===== config.mk =====
export PLATFORM = sky130hd
export DESIGN_NAME = mem_stage
export DESIGN_NICKNAME = d
export VERILOG_FILES = /design/src/rtl/mem_stage.sv
export SDC_FILE = /design/constraint.sdc
export NUM_CORES = 1
export LEC_CHECK = 0
export CELL_PAD_IN_SITES_DETAIL_PLACEMENT = 1
export CELL_PAD_IN_SITES_GLOBAL_PLACEMENT = 1
export CORE_AREA = 2 2 269 271
export CTS_BUF_LIST = sky130_fd_sc_hd__clkbuf_2 sky130_fd_sc_hd__clkbuf_4 sky130_fd_sc_hd__clkbuf_8
export DETAILED_ROUTE_END_ITERATION = 8
export DIE_AREA = 0 0 271 273
export PLACE_DENSITY = 0.64
export SLEW_MARGIN = 20
export SYNTH_ARGS = -nofsm -noshare
export SYNTH_HDL_FRONTEND = slang
export SYNTH_SLANG_ARGS = --single-unit
export TNS_END_PERCENT = 20

===== constraint.sdc =====
create_clock -name clk -period 2.6 [get_ports clk]
set_input_delay 0.26 -clock clk [delete_from_list [all_inputs] [get_ports clk]]
set_output_delay 0.26 -clock clk [all_outputs]
set_load 0.01 [all_outputs]

===== src/rtl/mem_stage.sv =====
// MEM stage of the RV64 pipeline: issues data-bus loads/stores for the EX/MEM
// instruction, stalls upstream until the bus completes, registers the result for WB.
package mem_stage_pkg;
   typedef struct packed {
      logic       RegWrite;
      logic       MemRead;
      logic       MemWrite;
      logic [2:0] MemSize;
      logic [2:0] wbType;
   } ctl_t;

   typedef struct packed {
      logic        valid;
      logic [63:0] pc;
      logic [31:0] raw_instr;
      ctl_t        ctl;
      logic [4:0]  dst;
      logic [63:0] alu_out;
      logic [63:0] MemWriteData;
   } execute_data_t;

   typedef struct packed {
      logic        valid;
      logic [63:0] pc;
      logic [31:0] raw_instr;
      ctl_t        ctl;
      logic [4:0]  dst;
      logic [63:0] alu_out;
      logic [63:0] MemReadData;
   } memory_data_t;
endpackage

module mem_stage
   import mem_stage_pkg::*;
#(
   parameter int BYTE_LANES = 8
) (
   input  logic                    clk,
   input  logic                    reset,
   input  execute_data_t           ex_data,
   output logic                    mem_stall,
   output logic                    dreq_valid,
   output logic [63:0]             dreq_addr,
   output logic [2:0]              dreq_size,
   output logic [BYTE_LANES-1:0]   dreq_strobe,
   output logic [63:0]             dreq_data,
   input  logic                    dresp_data_ok,
   input  logic [63:0]             dresp_data,
   output memory_data_t            mem_data
);
   localparam int OFF_W = $clog2(BYTE_LANES);

   typedef enum logic {IDLE, BUSY} state_t;

   state_t         state_reg, state_next;
   memory_data_t   mem_data_reg, mem_data_next;
   logic           memop;
   logic           is_store;
   logic           is_load;
   logic [OFF_W-1:0] off;
   logic [5:0]     lane_shift;

   assign memop      = ex_data.valid & (ex_data.ctl.MemRead | ex_data.ctl.MemWrite);
   assign is_store   = ex_data.valid & ex_data.ctl.MemWrite;
   assign is_load    = ex_data.valid & ex_data.ctl.MemRead;
   assign off        = ex_data.alu_out[OFF_W-1:0];
   assign lane_shift = {off, 3'b000};

   // Request fields follow ex_data directly; EX/MEM is frozen while we stall.
   assign dreq_addr = ex_data.alu_out;
   assign dreq_size = ex_data.ctl.MemSize;
   assign dreq_data = ex_data.MemWriteData << lane_shift;

   always_comb begin
      dreq_strobe = '0;
      if (!reset && is_store) begin
         case (ex_data.ctl.MemSize[1:0])
            2'b00:   dreq_strobe = 8'h01 << off;
            2'b01:   dreq_strobe = 8'h03 << off;
            2'b10:   dreq_strobe = 8'h0F << off;
            default: dreq_strobe = 8'hFF;
         endcase
      end
   end

   // State register
   always_ff @(posedge clk) begin
      if (reset) state_reg <= IDLE;
      else       state_reg <= state_next;
   end

   // Next-state logic
   always_comb begin
      state_next = state_reg;
      case (state_reg)
         IDLE:    if (memop && !dresp_data_ok) state_next = BUSY;
         BUSY:    if (dresp_data_ok)           state_next = IDLE;
         default: state_next = IDLE;
      endcase
   end

   // Output logic
   always_comb begin
      dreq_valid = 1'b0;
      mem_stall  = 1'b0;
      if (!reset) begin
         case (state_reg)
            IDLE:    dreq_valid = memop;
            BUSY:    dreq_valid = 1'b1;
            default: dreq_valid = 1'b0;
         endcase
         mem_stall = dreq_valid & ~dresp_data_ok;
      end
   end

   always_comb begin
      mem_data_next             = '0;
      mem_data_next.valid       = ex_data.valid;
      mem_data_next.pc          = ex_data.pc;
      mem_data_next.raw_instr   = ex_data.raw_instr;
      mem_data_next.ctl         = ex_data.ctl;
      mem_data_next.dst         = ex_data.dst;
      mem_data_next.alu_out     = ex_data.alu_out;
      mem_data_next.MemReadData = is_load ? (dresp_data >> lane_shift) : 64'd0;
   end

   // A stalled cycle sends a bubble to WB but keeps the payload fields.
   always_ff @(posedge clk) begin
      if (reset)          mem_data_reg       <= '0;
      else if (mem_stall) mem_data_reg.valid <= 1'b0;
      else                mem_data_reg       <= mem_data_next;
   end

   assign mem_data = mem_data_reg;
endmodule


; After elaboration in Yosys (flattened, before gate mapping)
; Cells that the tools add are included.
; Widths: inputs -> output; s select.
[word_totals]
output_inout_bits = 380
reg_bits = 240
[op_classes]
n_reduce_logical = 6
mux = 10
shifts = 5
n_eq_ne = 2
bitwise_logic = 7
[op_table]
columns = op, count
row1 = $mux 64, 1
row2 = $shl 64x6->64, 1
row3 = $shr 64x6->64, 1
row4 = $pmux 8 s3, 1
row5 = $mux 8, 1
row6 = $shl 1x3->8 const A, 1
row7 = $shl 2x3->8 const A, 1
row8 = $shl 4x3->8 const A, 1
row9 = $mux 1, 5
row10 = $and 1x1->1, 4
row11 = $pmux 1 s2, 2
row12 = $eq 2x1->1 const B, 1
row13 = $eq 2x2->1 const B, 1
row14 = $logic_and 1x1->1, 2
row15 = $logic_not 1->1, 2
row16 = $logic_not 2->1, 1
row17 = $not 1->1, 2
row18 = $reduce_or 2->1, 1
row19 = $or 1x1->1, 1

; Depth between registers and ports, before layout
; Gate-level depths: netlist of run 1.
[logic_depth]
depth_word = 7
ltp_mapped = 7
ltp_nobuf = 6

; Worst setup path after synthesis of run 1
; No wires, ideal clock.
[synth_timing]
kind = in2out
from = input port ex_data[64] (netlist name)
to = output port dreq_data[57]
arrival_ns = 1.462
setup_slack_ns = 0.878
path_stages = 7
t_required_ns = 2.340
cell_sequence = buf_4 > buf_4 > buf_4 > buf_4 > nand2_1 > o21ai_0 > a221oi_1
[synth_between]
elab_chain_len = 1
[synth_lines]
columns = element, line
row1 = "start, declared", 40  ; input execute_data_t ex_data,
row2 = $shl 64x6->64, 72  ; assign dreq_data = ex_data.MemWriteData << lane_shift;
row3 = "end, declared", 46  ; output logic [63:0] dreq_data,
; No other way between the ends.

; Worst setup path in the final report of run 1
[layout_timing]
from = input port ex_data[136] (netlist name)
to = output port dreq_strobe[3]
[layout_between]
elab_chain_len = 3
[layout_lines]
columns = element, line
row1 = $eq 2x2->1 (tied with other cells), 77  ; case (ex_data.ctl.MemSize[1:0])
row2 = $pmux 8 s3 *, 77
row3 = $mux 8 *, 76  ; if (!reset && is_store) begin
row4 = "end, declared", 45  ; output logic [BYTE_LANES-1:0] dreq_strobe,
; Mark *: on every way between the ends. The rest lies on a longest branch, timed or not.

==> results of run 1 <==
-- per-layer routing --
metal,vias to the layer above,global-route usage [%],part of all wire [%]
met5,-,0,0
met4,0,5.57,2.7
met3,98,5.75,8.6
met2,527,27.5,47
met1,6620,20.7,42
li1,6332,-,-
-- final timing paths --
path / slack [ps] / end / cells past startpoint
setup / recovery: 90 / dreq_strobe[3] / 8
hold / removal: 110 / mem_data[8]$_SDFFE_PP0N_ / 3
setup reg to reg: 980 / mem_data[59]$_SDFFE_PP0N_ / 6
hold reg to reg: 450 / mem_data[91]$_SDFFE_PP0N_ / 2
-- metrics by stage --
stage	hold slack, ps	util (%)	instances	power (mW)	cell area (sq um)
finish	106	29.3	3104	10.8	20800
global route	100	29.3	3102	11.3	20800
CTS	40.8	29.2	3098	11.0	20800
detailed placement	444	27.8	3016	6.75	19700
global placement	438	27.8	3016	6.71	19700
floorplan	386	-	1492	5.14	12000
-- cell usage in the layout, fill, tap and decap left out, types with 13 or more instances in the layout --
master / Yosys / final
a22o_1: 25 / 25
nand2_1: 403 / 403
mux4_2: 24 / 24
a21oi_1: 231 / 230
buf_4: 82 / 67
clkbuf_8: 0 / 61
a221o_1: 14 / 14
nor2_1: 78 / 78
mux2i_1: 69 / 69
o22ai_1: 16 / 16
buf_12: 0 / 13
o21ai_0: 38 / 38
a22oi_1: 22 / 22
clkbuf_4: 0 / 13
mux2_2: 26 / 26
dfxtp_1: 240 / 240
clkdlybuf4s50_1: 0 / 681
-- cells by family after synthesis --
family          after synthesis  synth area share [%]
fa+ha+maj                     2                 0.208
flops                       240                  39.9
simple gates                547                  18.5
buf+inv                     196                  9.37
mux                         119                  12.7
compound gates              388                  19.3
-- worst reg2reg max path, stage by stage (launching register included) --
cell	delay [ps]
dfxtp_1	300
inv_1	140
a21o_4	170
buf_12	240
buf_4	350
nand4_1	160
a21oi_1	190
-- power by group --
part | total (mW) | internal, mW | switching (mW)
registers | 3.99 | 3.88 | 0.108
clock network | 4.13 | 2.38 | 1.75
logic | 2.68 | 1.40 | 1.28
-- synth_stat cells, types with 5 or more instances --
cell       number  area share, %
a211oi_1        7           0.44
a21o_1          9           0.56
a21oi_1       231            9.6
a221o_1        14            1.2
a22o_1         25            1.8
a22oi_1        22            1.4
and2_1         11           0.57
and3_1          5           0.26
buf_2          55            2.3
buf_4          82            5.1
clkbuf_1       48            1.5
dfxtp_1       240             40
inv_1           6           0.19
mux2_2         26            2.4
mux2i_1        69            5.7
mux4_2         24            4.5
nand2_1       403             13
nand2b_1        9           0.47
nand3_1        11           0.46
nor2_1         78            2.4
nor2b_1        11           0.57
nor3b_1         7           0.44
o21ai_0        38            1.6
o22ai_1        16           0.83
o2bb2ai_1       7           0.51
-- final cells by class --
cell class / count / share of cell area [%]
clock inverters: 8 / 0.355
flip-flops and latches: 240 / 23.1
inverters: 7 / 0.126
well taps: 950 / 5.72
diodes: 6 / 0.0723
repair buffers: 763 / 36.6
clock buffers: 74 / 4.51
multi-input cells: 1056 / 29.5
-- repair_timing --
action,4_1_cts,5_1_grt
hold buffers,0,0
setup endpoints to repair,0,2
hold endpoints to repair,0,0
resized for setup,0,2
==> impl_metrics.py, run 1 <==
metrics = {
    "outcome": {
        "outcome": "finished clean",
    },
    "route": {
        "drtIter0Drc": 770,
        "drt-wirelength-per-cell_um": 21.3,
        "vias": 13577,
        "drc_errors": 0,
        "wirelength_um": 66000,
        "drt_pass1_iterations": 5,
        "vias_per_cell": 4.37,
        "drtAntennaViolNets": 0,
    },
    "layout": {
        "drive_above_1_share_pct": 10.5,
        "area_growth_pct": 72.7,
        "n_fill_cell": 8287,
        "multiInputGateArea_sq_um": 6130,
        "regArea_sq_um": 4800,
        "largest_register_ffs": 239,
        "fin_nets": 2422,
    },
    "setup_path": {
        "crit_buf_inv": 3,
        "cp_max_fo": 3,
        "path_cells": "clkdlybuf4s50_1 -> inv_1 -> ha_1 -> nor2b_2 -> a21oi_2 -> a21oi_1 -> nor2_1 -> clkdlybuf4s50_1",
        "r2r-start": "state_reg$_SDFF_PP0_",
        "end_kind": "primary output",
        "arrival_ps": 2250,
        "startpoint": "ex_data[136]",
        "critPathTopFamily": "buffers and inverters",
        "slowest_stage": "clkdlybuf4s50_1",
        "path_class": "in2out",
        "worst_path_largest_cell_delay_ps": 560,
        "cp_common_cell": "clkdlybuf4s50_1",
        "critPathLaunchType": "primary input",
        "worstPathRequired_ps": 2340,
    },
    "synth": {
        "seq_area_frac_synth_pct": 39.9,
        "syn_inst": 1492,
        "synthFlopType": "dfxtp_1",
        "syn_area_per_cell_sq_um": 8.06,
        "synth_edf_count": 0,
        "synth-async-reset-ratio_pct": 0,
        "synth_fp_nets": 1800,
        "synth_area_sq_um": 12000,
        "synth_cell_types": 48,
        "synth_seq_cells": 240,
        "yosysWarningCount": 0,
    },
    "sta": {
        "finalSetupViolations": 0,
        "max_freq_mhz": 399,
        "grt_setup_unrepaired": "false",
        "tns_ps": 0,
        "finalHoldViolCount": 0,
        "fin_ws_ps": 91.5,
        "worst_clock_skew_ps": 31.4,
        "slew_viol_final": 0,
        "min_period_over_period_pct": 96.5,
        "worst_pin_slew_ps": 888,
        "slew_headroom_pct": 40.8,
        "period_minus_slack_ps": 2510,
    },
    "hold_path": {
        "worstHoldStart": "ex_data[66]",
        "hold_class": "in2reg",
    },
    "die": {
        "core_sq_um": 71000,
        "initial_core_util_pct": 16.9,
        "row_count": 98,
        "ioPinCount": 686,
        "die_x_um": 271,
        "dieArea_sq_um": 74000,
        "die_y_um": 273,
    },
    "placed_design": {
        "hpwl_um": 52500,
        "dpl_worst_slack_ps": 78.0,
        "portBuffers": 685,
        "gp_congestion": 0.891,
    },
    "cts": {
        "clk_path_buf_depth": 3,
        "worstSkewPairLatency_ps": 600,
        "clockRootBuffer": "clkbuf_8",
        "cts_buffers": 46,
        "post_cts_buffers": 0,
        "path_clk_slew_ps": 60,
        "cts_sinks": 240,
        "h-tree-depth": 2,
        "cts_tree": "yes",
    },
    "global_route": {
        "grt_pass1_wl_um": 95000,
        "grt_max_degree": 147,
        "antenna_found_initial": 7,
        "grt_pass1_vias": 14393,
        "grtUsageTotal_pct": 16.9,
        "grt_overflow": 0,
    },
    "pwr": {
        "p_leak_nw": 8.00,
        "power.density_nw_per_um2": 520,
        "max-vdd-ir-drop_mv": 0.312,
    },
    "job": {
        "maxCapViolCount": 0,
    },
}
(Power assumes the default switching activity.)
==> run 2: changes to the inputs <==
SKIP_CTS_REPAIR_TIMING = 1   (was not set)
==> results of run 2 <==
Final layout, timing and power as in run 1 (identical DEF).
